File: config.mk
export PLATFORM = sky130hd
export DESIGN_NAME = loopback_dly_line
export DESIGN_NICKNAME = d
export VERILOG_FILES = /design/src/rtl/loopback_pkg.sv /design/src/rtl/loopback_dly_line.sv
export SDC_FILE = /design/constraint.sdc
export NUM_CORES = 1
export LEC_CHECK = 0
export BUFFER_PORTS_ARGS = -buffer_cell sky130_fd_sc_hd__buf_2
export CORE_MARGIN = 3
export CORE_UTILIZATION = 50
export CTS_CLUSTER_DIAMETER = 50
export DETAILED_ROUTE_END_ITERATION = 16
export PLACE_DENSITY_LB_ADDON = 0.3
export SYNTH_ARGS = -nofsm -noshare
export SYNTH_HDL_FRONTEND = slang
export SYNTH_SLANG_ARGS = --single-unit
File: constraint.sdc
create_clock -name clock -period 14.95 [get_ports clock]
set_input_delay 0.7475 -clock clock [delete_from_list [all_inputs] [get_ports clock]]
set_output_delay 0.7475 -clock clock [all_outputs]
set_load 0.05 [all_outputs]
File: src/rtl/loopback_pkg.sv
// loopback_pkg: shared encodings and helpers for the loopback pattern
// generator / checker (pattern modes, FSM states, PRBS-7 seed and step).
package loopback_pkg;

    // Pattern select encodings on the mode input.
    typedef enum logic [1:0] {
        MODE_WALK = 2'd0,
        MODE_CNT  = 2'd1,
        MODE_PRBS = 2'd2,
        MODE_CHK  = 2'd3
    } mode_e;

    // Burst sequencing states.
    typedef enum logic [1:0] {
        IDLE  = 2'd0,
        RUN   = 2'd1,
        DRAIN = 2'd2,
        DONE  = 2'd3
    } state_e;

    localparam logic [6:0]  PRBS7_SEED  = 7'h7F;
    localparam logic [15:0] ERR_CNT_MAX = 16'hFFFF;

    // Feedback bit of the x^7 + x^6 + 1 LFSR (Fibonacci form).
    function automatic logic prbs7_fb(input logic [6:0] lfsr);
        return lfsr[6] ^ lfsr[5];
    endfunction

    // Saturating increment for the 16-bit error counter.
    function automatic logic [15:0] sat_inc16(input logic [15:0] v);
        logic [15:0] r;
        if (v == ERR_CNT_MAX) begin
            r = ERR_CNT_MAX;
        end else begin
            r = v + 16'd1;
        end
        return r;
    endfunction

endpackage

File: src/rtl/loopback_dly_line.sv
// loopback_dly_line: W-bit shift register of DEPTH registered stages with a
// selectable tap. Tap 0 is the undelayed input, tap n is the input n clocks ago.
// A tap above DEPTH reads as all zeros.
module loopback_dly_line
    import loopback_pkg::*;
#(
    parameter int  W     = 29,
    parameter int  DEPTH = 15,
    localparam int SEL_W = $clog2(DEPTH + 1)
) (
    input  logic             clock,
    input  logic             reset,
    input  logic             clr,
    input  logic [W-1:0]     din,
    input  logic [SEL_W-1:0] sel,
    output logic [W-1:0]     dout
);

    logic [W-1:0] stage_r [1:DEPTH];

    // Shift one stage per clock; clr empties the line so stale words never reach the tap.
    always_ff @(posedge clock or posedge reset) begin
        if (reset) begin
            for (int i = 1; i <= DEPTH; i++) begin
                stage_r[i] <= {W{1'b0}};
            end
        end else if (clr) begin
            for (int i = 1; i <= DEPTH; i++) begin
                stage_r[i] <= {W{1'b0}};
            end
        end else begin
            stage_r[1] <= din;
            for (int i = 2; i <= DEPTH; i++) begin
                stage_r[i] <= stage_r[i-1];
            end
        end
    end

    // Tap select mux.
    always_comb begin
        dout = {W{1'b0}};
        if (sel == {SEL_W{1'b0}}) begin
            dout = din;
        end else begin
            for (int i = 1; i <= DEPTH; i++) begin
                dout = (sel == SEL_W'(i)) ? stage_r[i] : dout;
            end
        end
    end

endmodule

==> key figures <==
Status
  – Outcome: completed

Clock network
  – # hold bufs at CTS: 0
  – Root buffer cell: clkbuf_16
  – Setup repair bufs after CTS: 0
  – Clk slew on worst S/H paths: approximately 60 ps
  – CTS tree: yes
  – Worst-Skew Late Latency: ~550 ps
  – CTS resizes: 0
  – Total CTS buffers: between 40 and 50
  – Clk sinks: roughly 440
  – Longest Clk Path Bufs: 3
  – H-tree levels: 2

Floorplanning
  – Starting Density: about 51%
  – Die width: 198 um
  – Die Span Y: 198 um
  – Row count: 69
  – IO Pins: 65
  – Core Box Area: ~36000 um^2
  – Total die area: between 30000 and 40000 um^2

Yosys
  – Synth Cell Area: approximately 18000 um^2
  – Cells after Synth: 1647
  – Mean Syn Cell Area: between 10 and 15 um^2
  – Yosys warning count: 0
  – Leading register cell type out of synthesis: dfrtp_1
  – Ranking of synthesized cells by area: dfrtp_1 59%, nor2b_1 16%, mux2i_1 3.5%
  – Netlist cell types: 63
  – Synth area leader: dfrtp_1
  – Post-Syn Nets: 1683
  – Synth Register Bits: 435
  – Post-synthesis sequential area ratio: around 59%
  – Async S/R FF share, synth: 100%
  – Area fraction of the dominant cell type after synthesis: approximately three fifths
  – Post-synth EDFFs: 0

STA
  – Fin. max-slew vios: 0
  – Setup slack after layout: a little over 9000 ps
  – Normalized max-slew margin: between 10% and 20%
  – Post-route minimum period: 5710 ps
  – Unrepaired setup endpoints after global routing: no
  – Final period util: between 30% and 40%
  – Final hold violations: 0
  – Tightest Pin Transition: about 1200 ps
  – Skew final: ~13 ps
  – Setup TNS: 0 ps
  – Fmax: about 180 MHz
  – Final Hold Slack: ~360 ps
  – Final setup vio count: 0

Global route
  – GRT Total Usage: 24.7%
  – Number of global-route vias before repair: 13100
  – Remaining Overflow, GRT: 0
  – Initial antenna violation count: 4
  – Largest net degree at the start of global routing: between 150 and 200
  – First-pass GRT wire length: between 70000 and 80000 um

Routing
  – DR vias: roughly 13000
  – Starting DRC count in detailed routing: 1424
  – First-pass DRT Iterations: 5
  – # DRC: 0
  – Post-Route WL: about 48000 um
  – Wire length per cell: 22.2 um
  – Detail-routed via count per cell: between 5 and 6
  – DRT antenna net count: 0

Place
  – RD Place Congestion: 0.831
  – Hpwl dp: 26600 um
  – Setup WS pre-CTS: 9310 ps
  – Dpl cell area: between 15000 and 20000 um^2
  – # port buffers: 64

Critical path
  – Reg2Reg Depth: 1
  – Crit. End Element: output port
  – CP required: between 10000 and 15000 ps
  – Worst-path fanout max: between 70 and 80
  – Crit path DAT: slightly below 5000 ps
  – CP Launch Type: input pin
  – Kind of critical path: in -> out

Power
  – Pwr per Cell Area: about 130 nW/um^2
  – P_leak: around 0.0095 uW
  – Clock power share: a little under half
  – NetSw: between 600 and 700 uW
  – P_int: 1980 uW
  – Tot Pwr: 2610 uW
  – Switching share of total power: 24.4%
  – Combinational share of power: around 8%
  – Max VDD drop: 0.0000713 V
  – Power share of the sequential group: a little under half

Final layout
  – Largest regs: stage_r: 435 flops
  – Most common cell after layout, fill and taps aside: nor2b_1
  – Synth-to-Final Area Change: 11.1%
  – Final Cell Area: between 20000 and 25000 um^2
  – Nets@finish: about 1700
  – Commonest cells after routing, fill and taps aside: 457 x nor2b_1, 435 x dfrtp_1, 87 x o21ai_0, 69 x a21oi_1, 65 x mux2i_1
  – Max reg flops: 435
  – Biggest register: stage_r
  – Share of cells above drive strength 1: between 10% and 20%

Run
  – Max Cap Violations: 0

Min path
  – Hold Crit Class: in -> async
-- metal layers --
metal | wire length, um | share of wire, % | GRT usage (%)
met5 | 13 | 0.027 | 0
met4 | 1700 | 3.6 | 9.41
met3 | 3380 | 7.1 | 4.82
met2 | 21100 | 44 | 36.1
met1 | 21500 | 45 | 36.8
-- critical path, cell delays in order --
cell      delay [ps]
buf_6            280
buf_4            670
buf_4            930
nor2b_2         1010
a22oi_1          170
o22ai_1          250
o221ai_1         130
a21oi_1          370
buf_2            330
-- path summary, 6_finish.rpt --
path                                         from                      to  slack, ps
hold reg to reg            stage_r[286]$_DFF_PP0_  stage_r[257]$_DFF_PP0_        480
hold / removal                              reset  stage_r[182]$_DFF_PP0_        360
setup / recovery                           sel[0]                dout[28]       9240
min in group clock                        din[13]  stage_r[419]$_DFF_PP0_        450
max in group asynchronous                   reset  stage_r[135]$_DFF_PP0_      12320
setup reg to reg           stage_r[279]$_DFF_PP0_  stage_r[250]$_DFF_PP0_      14220
-- cell families after synthesis --
group | count (synthesis) | synth area share (%)
simple gates | 617 | 19.5
flops | 435 | 58.9
compound gates | 372 | 13.2
mux | 81 | 4.55
buf+inv | 141 | 3.89
xor+xnor | 1 | 0.0474
-- metrics by stage --
| step | util [%] | std cells |
|---|---|---|
| floorplan | - | 1647 |
| global placement | 52.5 | 2062 |
| detailed placement | 52.5 | 2062 |
| CTS | 57.1 | 2145 |
| global route | 57.1 | 2147 |
| finish | 57.1 | 2147 |
-- cells in the mapped netlist, types with 10 or more instances --
cell / n
dfrtp_1: 435
mux2_2: 14
a22oi_1: 35
o22a_1: 16
o22ai_1: 53
inv_1: 10
nor2b_1: 459
a211oi_1: 18
buf_4: 19
nor2_1: 59
o221ai_1: 29
o21ai_1: 10
buf_6: 10
nand2_1: 52
mux2i_1: 65
nand3_1: 13
buf_2: 34
a21oi_1: 69
o21ai_0: 87
clkbuf_1: 62
-- layout make-up --
type / instances / area [um^2]
clock inverter: 15 / 193
antenna: 2 / 5.00
multi-input combinational: 1071 / 6890
inverter: 10 / 45.0
timing repair buffer: 85 / 509
clock buffer: 68 / 1440
sequential: 435 / 10900
tap: 461 / 577
fill: 2978 / 15500
-- power groups by stage --
stage | combinational [uW] | clock [uW] | sequential, uW
floorplan | 148 | 0 | 1220
finish | 207 | 1210 | 1200
global placement | 205 | 0 | 1220
CTS | 208 | 1220 | 1200
detailed placement | 206 | 0 | 1220
global route | 223 | 1280 | 1200
Note: power is estimated with default switching activity, not from simulation.
